`src/rtl/riscv_pkg.sv`:
```
// Shared RV32I pipeline definitions: data width, bubble encoding, reset PC
// and the IF/ID pipeline register layout.
package riscv_pkg;

    localparam int XLEN = 32;

    localparam logic [XLEN-1:0] RISCV_NOP      = 32'h0000_0013;  // addi x0,x0,0
    localparam logic [XLEN-1:0] RISCV_RESET_PC = 32'h0000_0000;

    typedef struct packed {
        logic            valid;
        logic [XLEN-1:0] pc;
        logic [XLEN-1:0] pc4;
        logic [XLEN-1:0] instr;
    } ifid_t;

    function automatic ifid_t ifid_bubble(input logic [XLEN-1:0] nop);
        ifid_t b;
        b.valid = 1'b0;
        b.pc    = '0;
        b.pc4   = '0;
        b.instr = nop;
        return b;
    endfunction

endpackage

```
`src/rtl/if_id_reg.sv`:
```
// IF/ID pipeline register. Priority: reset > bubble insert > hold > load.
module if_id_reg
    import riscv_pkg::*;
#(
    parameter logic [XLEN-1:0] NOP_INSTR = RISCV_NOP
) (
    input  logic            clk,
    input  logic            rst_n,
    input  logic            hold,
    input  logic            bubble,
    input  logic            valid_d,
    input  logic [XLEN-1:0] pc_d,
    input  logic [XLEN-1:0] pc4_d,
    input  logic [XLEN-1:0] instr_d,
    output logic            valid,
    output logic [XLEN-1:0] pc,
    output logic [XLEN-1:0] pc4,
    output logic [XLEN-1:0] instr
);

    ifid_t q;

    // NOTE: sequential state is updated with <= so every register samples the
    // pre-edge value of its inputs, independent of block ordering.
    always_ff @(posedge clk) begin
        if (!rst_n) begin
            q <= ifid_bubble(NOP_INSTR);
        end else if (bubble) begin
            q <= ifid_bubble(NOP_INSTR);
        end else if (!hold) begin
            q.valid <= valid_d;
            q.pc    <= pc_d;
            q.pc4   <= pc4_d;
            q.instr <= instr_d;
        end
    end

    assign valid = q.valid;
    assign pc    = q.pc;
    assign pc4   = q.pc4;
    assign instr = q.instr;

endmodule

```
`src/rtl/if_stage.sv`:
```
// Instruction-fetch stage: PC register, next-PC selection, RUN/HALT control,
// delivered-instruction counter and the IF/ID register instance.
module if_stage
    import riscv_pkg::*;
#(
    parameter logic [XLEN-1:0] RESET_PC  = RISCV_RESET_PC,
    parameter logic [XLEN-1:0] NOP_INSTR = RISCV_NOP
) (
    input  logic            clk,
    input  logic            rst_n,
    input  logic            stall_i,
    input  logic            flush_i,
    input  logic            redirect_i,
    input  logic [XLEN-1:0] redirect_pc_i,
    input  logic            halt_i,
    output logic [XLEN-1:0] imem_addr_o,
    input  logic [XLEN-1:0] imem_instr_i,
    output logic            ifid_valid_o,
    output logic [XLEN-1:0] ifid_pc_o,
    output logic [XLEN-1:0] ifid_pc4_o,
    output logic [XLEN-1:0] ifid_instr_o,
    output logic            halted_o,
    output logic            misalign_o,
    output logic [XLEN-1:0] fetch_count_o
);

    localparam logic STATE_RUN  = 1'b0;
    localparam logic STATE_HALT = 1'b1;

    logic            state_q, state_d;
    logic [XLEN-1:0] pc_q, pc_d;
    logic [XLEN-1:0] pc_plus4;
    logic            misalign_q, misalign_d;
    logic [XLEN-1:0] count_q;
    logic            count_inc;
    logic            ifid_bubble_en;
    logic            ifid_hold;

    assign pc_plus4 = pc_q + 32'd4;

    // NOTE: every output of this block gets a default first, so no path leaves
    // a signal unassigned and no latch is inferred.
    always_comb begin
        state_d        = state_q;
        pc_d           = pc_q;
        misalign_d     = 1'b0;
        count_inc      = 1'b0;
        ifid_bubble_en = 1'b0;
        ifid_hold      = 1'b0;

        if (redirect_i) begin
            pc_d           = {redirect_pc_i[XLEN-1:2], 2'b00};
            misalign_d     = |redirect_pc_i[1:0];
            ifid_bubble_en = 1'b1;
            state_d        = STATE_RUN;
        end else if (flush_i) begin
            ifid_bubble_en = 1'b1;
        end else if (state_q == STATE_HALT || halt_i) begin
            // Entering or sitting in HALT: PC frozen, stall is irrelevant.
            ifid_bubble_en = 1'b1;
            state_d        = STATE_HALT;
        end else if (stall_i) begin
            ifid_hold = 1'b1;
        end else begin
            pc_d      = pc_plus4;
            count_inc = 1'b1;
        end
    end

    always_ff @(posedge clk) begin
        if (!rst_n) begin
            state_q    <= STATE_RUN;
            pc_q       <= RESET_PC;
            misalign_q <= 1'b0;
            count_q    <= '0;
        end else begin
            state_q    <= state_d;
            pc_q       <= pc_d;
            misalign_q <= misalign_d;
            if (count_inc && count_q != '1) begin
                count_q <= count_q + 32'd1;
            end
        end
    end

    if_id_reg #(
        .NOP_INSTR (NOP_INSTR)
    ) u_if_id_reg (
        .clk     (clk),
        .rst_n   (rst_n),
        .hold    (ifid_hold),
        .bubble  (ifid_bubble_en),
        .valid_d (1'b1),
        .pc_d    (pc_q),
        .pc4_d   (pc_plus4),
        .instr_d (imem_instr_i),
        .valid   (ifid_valid_o),
        .pc      (ifid_pc_o),
        .pc4     (ifid_pc4_o),
        .instr   (ifid_instr_o)
    );

    assign imem_addr_o   = pc_q;
    assign halted_o      = state_q;
    assign misalign_o    = misalign_q;
    assign fetch_count_o = count_q;

endmodule

```
`config.mk`:
```
export PLATFORM = sky130hd
export DESIGN_NAME = if_stage
export DESIGN_NICKNAME = d
export VERILOG_FILES = /design/src/rtl/riscv_pkg.sv /design/src/rtl/if_id_reg.sv /design/src/rtl/if_stage.sv
export SDC_FILE = /design/constraint.sdc
export NUM_CORES = 1
export LEC_CHECK = 0
export ABC_AREA = 1
export CORE_ASPECT_RATIO = 1.25
export CORE_MARGIN = 3
export CORE_UTILIZATION = 50
export DETAILED_ROUTE_END_ITERATION = 12
export PLACE_DENSITY_LB_ADDON = 0.05
export SYNTH_ARGS = -nofsm -noshare
export SYNTH_HDL_FRONTEND = slang
export SYNTH_SLANG_ARGS = --single-unit
```
`constraint.sdc`:
```
create_clock -name clk -period 2.83 [get_ports clk]
set_clock_uncertainty 0.1 [all_clocks]
set_input_delay 0.283 -clock clk [delete_from_list [all_inputs] [get_ports clk]]
set_output_delay 0.283 -clock clk [all_outputs]
set_load 0.005 [all_outputs]
```
# Yosys cells after proc, flatten, opt, wreduce, memory -nomap -nowiden
# Index checks and enable logic that the tools add are counted.
[totals]
ff_bits = 163
in_bits = 70
output_inout_bits = 163
[classes]
addsub = 2
n_eq_ne = 4
n_mux = 15
bitwise = 4
n_reduce_logical = 9
[ops]
columns = ["op", "count"]
rows = [
  ["two-way mux 32 bit", 4],
  ["adder 32 x 1 -> 32 bit (second input constant)", 1],
  ["adder 32 x 3 -> 32 bit (second input constant)", 1],
  ["inequality test 32 bit (second input constant)", 1],
  ["two-way mux 1 bit", 11],
  ["AND reduction 3 bit", 2],
  ["OR reduction 2 bit", 3],
  ["inequality test 2 x 1 -> 1 bit (second input constant)", 2],
  ["NOT 1 bit", 4],
  ["AND reduction 2 bit", 2],
  ["inequality test 2 bit (second input constant)", 1],
  ["logical AND 1 bit", 1],
  ["logical OR 1 bit", 1],
]

# Longest topological paths before layout
[logic_depth]
ltp_word = 5
ltp_mapped = 11
ltp_nobuf = 10

# Modules after synthesis
# From an unflattened synthesis, not the netlist that was laid out.
[hier_totals]
hier_cells = 1159
hier_area_um2 = 7736.2
[modules_own_cells]
columns = ["module", "instances", "cells_per_inst", "area_per_inst_um2", "seq_area_each_um2"]
rows = [
  ["if_stage", 1, 736, 4367.9, 1281.2],
  ["if_id_reg", 1, 423, 3368.2, 1941.9],
]

# Worst setup path after synthesis
# OpenSTA, ideal clock, no wires.
[synth_timing]
path_type = "register -> register"
startpoint = "reg count_q[0], in the netlist fetch_count_o[0]"
endpoint = "reg count_q[10], in the netlist fetch_count_o[10]"
t_arrival_ns = 1.546
required_time_ns = 2.587
setup_slack_ns = 1.041
stages_incl_launch_ff = 12
path_buffers = 1
synth_period_minus_slack_ns = 1.789
cell_sequence = "dfxtp_1 > ha_1 > inv_1 > nor2_4 > nand2_4 > nor2_4 > nand2_4 > nand2_4 > inv_2 > buf_2 > nand2_1 > a21oi_2"
[synth_between]
elab_chain_cells = 2
elab_cells_between_ends = 3
classes_between = "add/sub: 1; eq/ne: 1; reduce/logical: 1"
[synth_rtl]
columns = ["element", "line_no", "source"]
rows = [
  ["start, declared", "if_stage.sv:34", "logic [XLEN-1:0] count_q;"],
  ["start signal, assigned", "if_stage.sv:81", "count_q <= count_q + 32'd1;"],
  ["parallel branches: the longest is 2 deep, another holds adder 32 x 1 -> 32 bit", "n/a", ""],
]
# Parallel ways; which one is timed is not known.
# A chain may end at the register's enable or synchronous reset.

# Worst setup path in the final report
[layout_timing]
startpoint = "reg count_q[0], in the netlist fetch_count_o[0]"
endpoint = "reg count_q[21], in the netlist fetch_count_o[21]"
# The elaborated chain is that of the path after synthesis.

==> run summary <==
Sinks on Clock Net -> 157
DRC violations left -> 0
Detail Placement HPWL -> 16600 µm
die area -> 0.0166 mm²
Die Y -> 143 µm
grt total ovfl -> 0
number of buffers added on ports -> 226
slew margin rel. -> 0.343
Setup TNS Final -> 0 ns
CTS tree -> done
Routed Antenna Nets -> 0
cts hold-fix bufs -> 0
Total GRT Usage -> 0.277
Final setup viols -> 0
largest net degree at the start of global routing -> 70
CP most frequent cell -> nand2_4
register area share after synthesis -> 0.416
Max Cap Viol -> 0
gpl congestion -> 0.921
worst vdd ir -> 0.000375 V
Pwr per Cell Area -> 480 mW/mm²
critical path buffer and inverter count -> 2
root buffer cell -> clkbuf_16
register area -> 0.00314 mm²
CP top delay family -> simple AND/OR/NAND/NOR gates
drt initial violations -> 514
Synth warnings -> 0
via count -> 7846
row count -> 49
Multi-input gate area -> 0.00377 mm²
Worst Max-Slew Pin Slew -> 0.985 ns
worst hold path class -> input port to register
PostCTS Resize Cnt -> 0
Avg Cell Area, Syn -> 6.63 µm²
Crit-path slowest cell -> dfxtp_1
IO Pins -> 233
Lkg Pwr -> 4.22 nW
Routed WL per cell -> 15.2 µm
number of global-route vias before repair -> 7325
vias per inst -> 5.10
clk_lat worst skew -> 0.43 ns
layout cells sized above 1 -> 0.0596
critical path data arrival time -> 2.39 ns
Cells after DPL -> 1505
Die X -> 116 µm
Unique masters post-synth -> 34
post-layout net count -> 1418
Starting Density -> 0.517
core area -> 0.0146 mm²
CP max FO -> 27
initial antenna violation count -> 1
area grow syn2layout -> 39.0%
First-pass DRT Iterations -> 5
synthesized flop and latch total -> 157
postcts setup bufs -> 0
drt total wl -> 23300 µm
commonest non-fill, non-tap cell in the layout -> nand2_1
post-layout util -> 0.719
status -> completed
Cell Area, Synth -> 0.00755 mm²
Pins Over Slew Limit -> 0
most frequent cells in the layout -> nand2_1, clkdlybuf4s50_1, nor2_1, dfxtp_1, o21ai_0
fillcell total -> 1265
critical path capture point type -> register
crit path launch type -> register
area post-placement -> 0.00989 mm²
Req. time, crit path -> 3.00 ns
Critical Path Max Stage Delay -> 0.44 ns
Fmax -> 452 MHz
Min Hold Slack -> 0.338 ns
clk slew on worst S/H paths -> 0.06 ns
kind of critical path -> register to register
reg2reg setup slack -> 0.62 ns
Num CTS Buffers -> 17
Final Non-Filler Cells -> 1538
clk buf depth -> 2
Mapped Cells -> 1139
first-pass GRT wire length -> 36500 µm
H-tree depth -> 4
worst path cell trace -> ha_1, inv_1, nor2_4, nand2_4, nor2_4, nand2_4, nand2_4, inv_2, nand2_1, a21oi_2
Post-Layout Inst Area -> 0.0105 mm²
post-route clock period utilization -> 0.781
Fin. Hold Viols -> 0
RSZ-0062 raised after global routing -> no
minimum clock period -> 2.21 ns
report_power, final:
group / total [mW] / switching [mW] / internal, mW
Clock: 2.31 / 0.966 / 1.34
Combinational: 0.430 / 0.210 / 0.219
Sequential: 2.30 / 0.0486 / 2.25
area by class of cell:
type / instances / share of cell area
Clock buffer: 18 / 0.0419
Tap cell: 178 / 0.0212
Inverter: 104 / 0.0373
Timing Repair Buffer: 238 / 0.225
Antenna cell: 1 / 0.000238
Multi-Input combinational cell: 828 / 0.359
Sequential cell: 157 / 0.300
Clock inverter: 14 / 0.0150
cell usage after synthesis (all sizes together):
master	n	share of area
a21oi	78	0.061
nand3	38	0.026
a21o	1	0.0010
conb	1	0.00050
ha	2	0.0033
xor2	24	0.028
nand3b	2	0.0020
nor3	5	0.0033
xnor2	6	0.0070
nand2	309	0.16
a31oi	7	0.0058
inv	104	0.052
and2	3	0.0025
nor2	231	0.12
clkbuf	38	0.019
dfxtp	157	0.42
buf	17	0.016
a211oi	1	0.0010
nand4	4	0.0033
o21ai	110	0.073
a22oi	1	0.0010
layer usage:
metal	part of all wire	GRT usage	vias up	wire length (µm)
met4	0.033	0.119	0	761
met5	0	0	-	0
li1	-	-	3977	-
met2	0.48	0.474	275	11300
met1	0.43	0.342	3542	9920
met3	0.059	0.0480	52	1380
worst min-delay path: stages:
cell and delay, ns:
clkdlybuf4s50_1 0.39, nand2_1 0.06, a31oi_1 0.07
path summary, 6_finish.rpt:
| kind | depth (start not counted) | end | start |
|---|---|---|---|
| max | 10 | fetch_count_o[21] | fetch_count_o[0] |
| min | 3 | imem_addr_o[5] | redirect_pc_i[5] |
| max reg2reg | 10 | fetch_count_o[21] | fetch_count_o[0] |
| min reg2reg | 2 | u_if_id_reg.pc[2] | u_if_id_reg.pc[2] |
state kept, by name (all words and copies together), names as in the netlist:
name and flops:
misalign_o 1, u_if_id_reg.instr 32, fetch_count_o 32, u_if_id_reg.pc4 30
halted_o 1, u_if_id_reg.valid 1, imem_addr_o 30, u_if_id_reg.pc 30
cells by family (layout without fill, tap and decap cells):
family	Yosys count	count (layout)	synth area share
compound gates	198	198	0.143
simple gates	592	592	0.315
flops	157	157	0.416
other cells	1	7	0.000497
buf+inv	159	374	0.0869
xor+xnor	30	30	0.0348
fa+ha+maj	2	2	0.00332
per-stage QoR:
step	power [mW]	worst slack, ns
global placement	2.77	0.473
global route	5.21	0.465
floorplan	2.53	1.04
finish	5.04	0.619
detailed placement	2.78	0.412
CTS	5.07	0.620
Power figures use the tool's default switching activity.
